File: src/rtl/iir_notch_seq_ctrl.sv
// iir_notch_seq_ctrl: sequences notch changes (drain -> switch -> settle) around
// the dual-notch biquad, gating its input and qualifying its output.
// Optional feature macro: NOTCH_BYPASS_EN (adds a bypass port and a din delay line).
module iir_notch_seq_ctrl #(
    parameter int unsigned DATA_W      = 16,
    parameter int unsigned FILT_LAT    = 3,
    parameter int unsigned FLUSH_LEN   = 4,
    parameter int unsigned SETTLE_LEN  = 256,
    parameter int unsigned CNT_W       = 9,
    parameter bit          RESET_NOTCH = 1'b0
) (
    input  logic              clk,
    input  logic              rst_n,
    input  logic              in_valid,
    input  logic [DATA_W-1:0] din,
    output logic [DATA_W-1:0] filt_din,
    input  logic [DATA_W-1:0] filt_dout,
    output logic              notch_select,
    output logic [DATA_W-1:0] dout,
    output logic              dout_valid,
    input  logic              cfg_req,
    input  logic              cfg_notch,
    output logic              cfg_ack,
`ifdef NOTCH_BYPASS_EN
    input  logic              bypass,
`endif
    output logic              busy
);

    typedef enum logic [1:0] {
        ST_RUN    = 2'd0,
        ST_DRAIN  = 2'd1,
        ST_SWITCH = 2'd2,
        ST_SETTLE = 2'd3
    } state_t;

    state_t              state_q, state_d;
    logic [CNT_W-1:0]    cnt_q, cnt_d;
    logic                tgt_q, tgt_d;
    logic                notch_q, notch_d;
    logic [DATA_W-1:0]   filt_din_q, filt_din_d;
    logic                filt_vld_q, filt_vld_d;
    logic [FILT_LAT-1:0] vld_pipe_q, vld_pipe_d;
    logic [DATA_W-1:0]   dout_q, dout_d;
    logic                dout_valid_q, dout_valid_d;
    logic                cfg_ack_q, cfg_ack_d;
    logic                busy_q, busy_d;
    logic                masked;
    logic                zero_in;

`ifdef NOTCH_BYPASS_EN
    logic                              sel_f_q, sel_f_d;
    logic [FILT_LAT-1:0]               sel_pipe_q, sel_pipe_d;
    logic [FILT_LAT-1:0][DATA_W-1:0]   byp_dly_q, byp_dly_d;
`endif

    // Sequencer next state: request compare in RUN, sample-counted drain and settle.
    always_comb begin
        state_d   = state_q;
        cnt_d     = cnt_q;
        tgt_d     = tgt_q;
        notch_d   = notch_q;
        cfg_ack_d = 1'b0;
        case (state_q)
            ST_RUN: begin
                // The clock after an ack is skipped so the requester can drop cfg_req.
                if (cfg_req && !cfg_ack_q) begin
                    if (cfg_notch == notch_q) begin
                        cfg_ack_d = 1'b1;
                    end else begin
                        tgt_d   = cfg_notch;
                        cnt_d   = CNT_W'(FLUSH_LEN);
                        state_d = ST_DRAIN;
                    end
                end
            end
            ST_DRAIN: begin
                if (in_valid) begin
                    cnt_d = cnt_q - CNT_W'(1);
                    if (cnt_q == CNT_W'(1)) begin
                        state_d = ST_SWITCH;
                    end
                end
            end
            ST_SWITCH: begin
                notch_d = tgt_q;
                cnt_d   = CNT_W'(SETTLE_LEN);
                state_d = ST_SETTLE;
            end
            ST_SETTLE: begin
                if (in_valid) begin
                    cnt_d = cnt_q - CNT_W'(1);
                    if (cnt_q == CNT_W'(1)) begin
                        state_d   = ST_RUN;
                        cfg_ack_d = 1'b1;
                    end
                end
            end
            default: begin
                state_d = ST_RUN;
            end
        endcase
        busy_d = (state_d != ST_RUN);
    end

    // Data path: zero the filter input while draining, and carry a valid flag
    // alongside filt_din and then through FILT_LAT stages mirroring the filter.
    always_comb begin
        masked     = (state_q != ST_RUN);
        zero_in    = (state_q == ST_DRAIN) || (state_q == ST_SWITCH);
        filt_din_d = zero_in ? '0 : din;
        filt_vld_d = in_valid & ~masked;

        vld_pipe_d    = '0;
        vld_pipe_d[0] = filt_vld_q;
        for (int unsigned i = 1; i < FILT_LAT; i++) begin
            vld_pipe_d[i] = vld_pipe_q[i-1];
        end
        dout_valid_d = vld_pipe_q[FILT_LAT-1];

`ifdef NOTCH_BYPASS_EN
        // Bypass select rides with each sample so a toggle never mixes sources.
        sel_f_d       = bypass & (state_q == ST_RUN);
        sel_pipe_d    = '0;
        sel_pipe_d[0] = sel_f_q;
        byp_dly_d     = '0;
        byp_dly_d[0]  = filt_din_q;
        for (int unsigned i = 1; i < FILT_LAT; i++) begin
            sel_pipe_d[i] = sel_pipe_q[i-1];
            byp_dly_d[i]  = byp_dly_q[i-1];
        end
        dout_d = sel_pipe_q[FILT_LAT-1] ? byp_dly_q[FILT_LAT-1] : filt_dout;
`else
        dout_d = filt_dout;
`endif
    end

    // State, counters, pipes and registered outputs.
    always_ff @(posedge clk or negedge rst_n) begin
        if (!rst_n) begin
            state_q      <= ST_RUN;
            cnt_q        <= '0;
            tgt_q        <= 1'b0;
            notch_q      <= RESET_NOTCH;
            filt_din_q   <= '0;
            filt_vld_q   <= 1'b0;
            vld_pipe_q   <= '0;
            dout_q       <= '0;
            dout_valid_q <= 1'b0;
            cfg_ack_q    <= 1'b0;
            busy_q       <= 1'b0;
`ifdef NOTCH_BYPASS_EN
            sel_f_q      <= 1'b0;
            sel_pipe_q   <= '0;
            byp_dly_q    <= '0;
`endif
        end else begin
            state_q      <= state_d;
            cnt_q        <= cnt_d;
            tgt_q        <= tgt_d;
            notch_q      <= notch_d;
            filt_din_q   <= filt_din_d;
            filt_vld_q   <= filt_vld_d;
            vld_pipe_q   <= vld_pipe_d;
            dout_q       <= dout_d;
            dout_valid_q <= dout_valid_d;
            cfg_ack_q    <= cfg_ack_d;
            busy_q       <= busy_d;
`ifdef NOTCH_BYPASS_EN
            sel_f_q      <= sel_f_d;
            sel_pipe_q   <= sel_pipe_d;
            byp_dly_q    <= byp_dly_d;
`endif
        end
    end

    assign filt_din     = filt_din_q;
    assign notch_select = notch_q;
    assign dout         = dout_q;
    assign dout_valid   = dout_valid_q;
    assign cfg_ack      = cfg_ack_q;
    assign busy         = busy_q;

endmodule

File: config.mk
export PLATFORM = sky130hd
export DESIGN_NAME = iir_notch_seq_ctrl
export DESIGN_NICKNAME = d
export VERILOG_FILES = /design/src/rtl/iir_notch_seq_ctrl.sv
export SDC_FILE = /design/constraint.sdc
export NUM_CORES = 1
export LEC_CHECK = 0
export BUFFER_PORTS_ARGS = -buffer_cell sky130_fd_sc_hd__buf_2
export CORE_MARGIN = 8
export CORE_UTILIZATION = 40
export CTS_CLUSTER_DIAMETER = 50
export DETAILED_ROUTE_END_ITERATION = 6
export GPL_TIMING_DRIVEN = 0
export HOLD_SLACK_MARGIN = 0.1
export PLACE_DENSITY = 0.77
export SLEW_MARGIN = 15
export SYNTH_ARGS = -nofsm -noshare
export SYNTH_HDL_FRONTEND = slang
export SYNTH_SLANG_ARGS = --single-unit
File: constraint.sdc
create_clock -name clk -period 2.5 [get_ports clk]
set_clock_uncertainty 0.2 [all_clocks]
set_input_delay 0.25 -clock clk [delete_from_list [all_inputs] [get_ports clk]]
set_output_delay 0.25 -clock clk [all_outputs]
set_load 0.01 [all_outputs]
; ---- Word-level counts from Yosys, hierarchy flattened
; Cells that the tools add are included.
[totals]
reg_bits = 52
output_inout_bits = 36
inputBits = 37
wordCells = 49
[classes]
n_addsub = 1
reduce_logical = 9
muxes = 17
bitwise_logic = 3
n_eq_ne = 8
[op_table]
columns = op, n
row1 = $mux 9, 3
row2 = $pmux 9 s3, 1
row3 = $mux 16, 1
row4 = $mux 2, 6
row5 = $eq 9x1->1 const B, 1
row6 = $sub 9x1->9 const B, 1
row7 = $pmux 2 s4, 1
row8 = $reduce_and 3->1, 2
row9 = $eq 2x2->1 const B, 2
row10 = $mux 1, 4
row11 = $ne 2x2->1 const B, 2
row12 = $reduce_bool 2->1, 2
row13 = $eq 2x1->1 const B, 1
row14 = $logic_not 2->1, 1
row15 = $ne 2x1->1 const B, 1
row16 = $not 1->1, 2
row17 = $pmux 1 s2, 1
row18 = $reduce_or 2->1, 1
row19 = $and 1x1->1, 1
row20 = $eq 1x1->1, 1
row21 = $logic_and 1x1->1, 1
row22 = $logic_not 1->1, 1
row23 = $logic_or 1x1->1, 1

; ---- Depth between registers and ports, before layout
[depth]
word_depth = 5
ltp_mapped = 7
ltp_nobuf = 6

; ---- Least setup slack after synthesis
; OpenSTA, ideal clock, no wires.
[synth_path]
path_kind = flip-flop to flip-flop
start = register state_q[1]
end = register cnt_q[6]
n_path_buf = 1
arrival_ps = 1662
setup_ps = 95
period_less_slack_ps = 1957
stages_incl_launch_ff = 7
required_time_ps = 2205
path_slack_ps = 543
path_cell_list = dfrtp_1 > inv_1 > ha_1 > o21ba_2 > clkbuf_1 > or3_1 > o31ai_1
[synth_between]
elab_chain_cells = 4
elab_cells_between_ends = 10
classes_between = eq/ne (6) / mux (1) / reduce/logical (3)
[synth_rtl]
columns = element, line_no
row1 = from (decl), 37  ; state_t state_q, state_d;
row2 = from (signal assigned), 158  ; state_q <= state_d;
row3 = $eq 2x1->1 or $eq 2x2->1 (tied branches), 64  ; case (state_q)
row4 = $reduce_or 2->1 (no line), -
row5 = $ne 2x1->1 (no line), -
row6 = $reduce_and 3->1 (no line), -
row7 = to (signal assigned), 159  ; cnt_q <= cnt_d;
row8 = to (decl), 38  ; logic [CNT_W-1:0] cnt_q, cnt_d;
; Several ways; a longest one is shown, not always the timed one.
; A chain may end at the register's enable or synchronous reset.

; ---- Worst setup path in the final report
[layout_path]
start = register state_q[0]
end = register cnt_q[2]
; The elaborated chain is that of the path after synthesis.

==> run_results.csv <==
group,metric,value,unit
sta,fin_ws,0.281,ns
sta,period_minus_slack,2.22,ns
setup_path,critical_path_required,2.50,ns
setup_path,crit_fanout,9,
cts,clkTransAtPathRegs,0.09,ns
cts,cts_resized,0,
setup_path,crit_arrival,2.21,ns
routing,routed_wirelength,4830,µm
sta,tns,0,ns
cts,cts.sinks,52,
placed_design,gp_congestion,0.802,
setup_path,cp_slowest_cell,"dfrtp_1",
setup_path,crit_buf_inv,1,
sta,period_share,0.888,
routing,drt_iter0_markers,102,
cts,htree_num_levels,2,
final_layout,diodes,0,
grt,antenna_found_initial,0,
floorplan,core-area,0.00498,mm²
routing,drc,0,
synth,synth.top_cell.area_share,0.647,
placed_design,dp_slack,0.318,ns
grt,grt_max_degree,53,
sta,setup_viol,0,
sta,slew_headroom,0.568,
synth,synthCells,156,
routing,ant_nets,0,
cts,clock_path_buffers,2,
synth,yosysSeqAreaShare,0.647,
setup_path,slowest_delay,0.52,ns
final_layout,nNetsFinal,314,
synth,synth_flop_cell,"dfrtp_1",
final_layout,areaGrowthSynthToFinish,45.8,%
synth,ys_warn_count,0,
power_and_ir_drop,power_density,945,mW/mm²
sta,tightest_slew,0.641,ns
cts,clkLatencyLatePin,0.30,ns
routing,dr.pass1.iters,4,
cts,cts-root-buf,"clkbuf_8",
placed_design,placed_cell_area,0.00246,mm²
synth,syn_avg_cell_area,12.9,µm²
run_status,status,"finished, final reports clean",
synth,yosysMostFrequentCell,"dfrtp_1",
synth,synth-edff-count,0,
synth,syn-num-nets,200,
synth,synth_area_leaders,"dfrtp_1, nor2b_1, ha_1",
synth,ys_types,40,
floorplan,rows,26,
floorplan,fp.dieH,86.9,µm
floorplan,io_pins,73,
power_and_ir_drop,p_leak,0.00143,µW
grt,grt_usage,0.140,
synth,synth.top_cells.by_count,"dfrtp_1, nor2b_1, inv_1",
grt,grt_pass1_wl,8210,µm
final_layout,final_area,0.00293,mm²
setup_path,worstPathCellList,"inv_1 > ha_1 > o21ai_1 > o21ai_0 > a211o_1",
job,cap_violations,0,
cts,tritoncts,"done",
sta,finalMaxSlewViolations,0,
power_and_ir_drop,ir_drop,0.000508,V
min_path,hp-class,"register to register",
routing,vias,1579,
setup_path,start_kind,"register",
floorplan,die-width,86.9,µm
setup_path,critical_path_class,"register to register",
synth,ys_async_sr_fraction,1.00,
routing,wl_per_cell,14.2,µm
setup_path,end_kind,"register",
floorplan,start_util,0.404,
floorplan,die-area,0.00756,mm²
cts,numCtsBuffers,5,
routing,drt-vias-per-instance,4.63,
final_layout,drive_gt1_frac,0.317,
sta,fmaxAchievable,451,MHz
sta,rsz0062_at_grt,"no",
placed_design,portBuffers,72,
placed_design,hpwlAfterDp,3200,µm
setup_path,cp_top_family,"compound AO/OA/AOI/OAI gates",
synth,yosys.area.top_type,"dfrtp_1",
synth,synth_area,0.00201,mm²
grt,grt_pass1_vias,1730,
grt,overflow,0,
synth,synth.ff_latch_count,52,
sta,hold_viol,0,
worst register-to-register path: stages, from the launching register on:
cell,delay (ns)
dfrtp_1,0.52
inv_1,0.17
ha_1,0.34
o21ai_1,0.21
o21ai_0,0.32
a211o_1,0.36
per-layer routing:
layer | vias up | share of wire | global-route usage
li1 | 770 | - | -
met1 | 753 | 0.41 | 0.146
met2 | 50 | 0.50 | 0.249
met3 | 6 | 0.075 | 0.0538
met4 | 0 | 0.013 | 0.0516
met5 | - | 0 | 0
cell type report:
class / count / area, µm²
plain buffers: 3 / 12.5
clock inverters: 2 / 38.8
inverters: 8 / 30.0
flip-flops and latches: 52 / 1300
well taps: 70 / 87.6
clock buffers: 6 / 82.6
repair buffers: 107 / 713
fillers: 425 / 2040
multi-input cells: 93 / 668
metrics by stage:
step,hold slack (ns),total power (µW),utilization,instances
global route,0.175,2990,0.589,341
CTS,0.160,2800,0.589,341
detailed placement,0.140,2160,0.494,298
finish,0.157,2770,0.589,341
global placement,0.135,2120,0.494,298
floorplan,-0.246,1840,-,156
power by group:
group	switching, µW	leakage, µW	total, µW	internal [µW]
combinational	567	0.000717	1010	447
sequential	140	0.000656	1170	1030
clock	267	0.0000614	594	327
total	973	0.00143	2770	1800
layout by cell type, fill, tap and decap left out, types with 6 or more instances in the layout:
cell type	n
nor2_1	7
buf_2	72
ha_1	7
nor2b_1	18
inv_1	8
o21ai_0	7
clkbuf_8	6
dfrtp_1	52
dlygate4sd3_1	35
o31ai_1	7
logic make-up after synthesis:
group / count (synthesis) / share of synthesized area
buffers and inverters: 11 / 0.0211
DFF: 52 / 0.647
and+or+nand+nor: 49 / 0.149
xor gates and xnor gates: 1 / 0.00435
muxes: 2 / 0.0112
adders and majority gates: 7 / 0.0435
AOI/OAI and AO/OA: 34 / 0.124
what timing repair did:
item                      4_1_cts  5_1_grt
hold buffers                   35        0
buffers inserted                0        0
hold endpoints to repair       86        0
state kept, by name, summed over array words and instances (netlist names):
register,count
filt_vld_q,1
vld_pipe_q,3
filt_din,16
state_q,2
cfg_ack,1
notch_select,1
cnt_q,9
busy,1
tgt_q,1
dout_valid,1
dout,16
path summary, 6_finish.rpt:
check	endpoint	start	cells after the start	slack, ns
setup / recovery	cnt_q[2]$_DFFE_PN0P_	state_q[0]$_DFF_PN0_	5	0.28
hold / removal	vld_pipe_q[2]$_DFF_PN0_	vld_pipe_q[1]$_DFF_PN0_	0	0.16
setup reg to reg	cnt_q[2]$_DFFE_PN0P_	state_q[0]$_DFF_PN0_	5	0.28
hold reg to reg	vld_pipe_q[2]$_DFF_PN0_	vld_pipe_q[1]$_DFF_PN0_	0	0.16
max in group asynchronous	cnt_q[4]$_DFFE_PN0P_	rst_n	2	1.35
min in group asynchronous	dout[11]$_DFF_PN0_	rst_n	2	0.33
(Power assumes the default switching activity.)
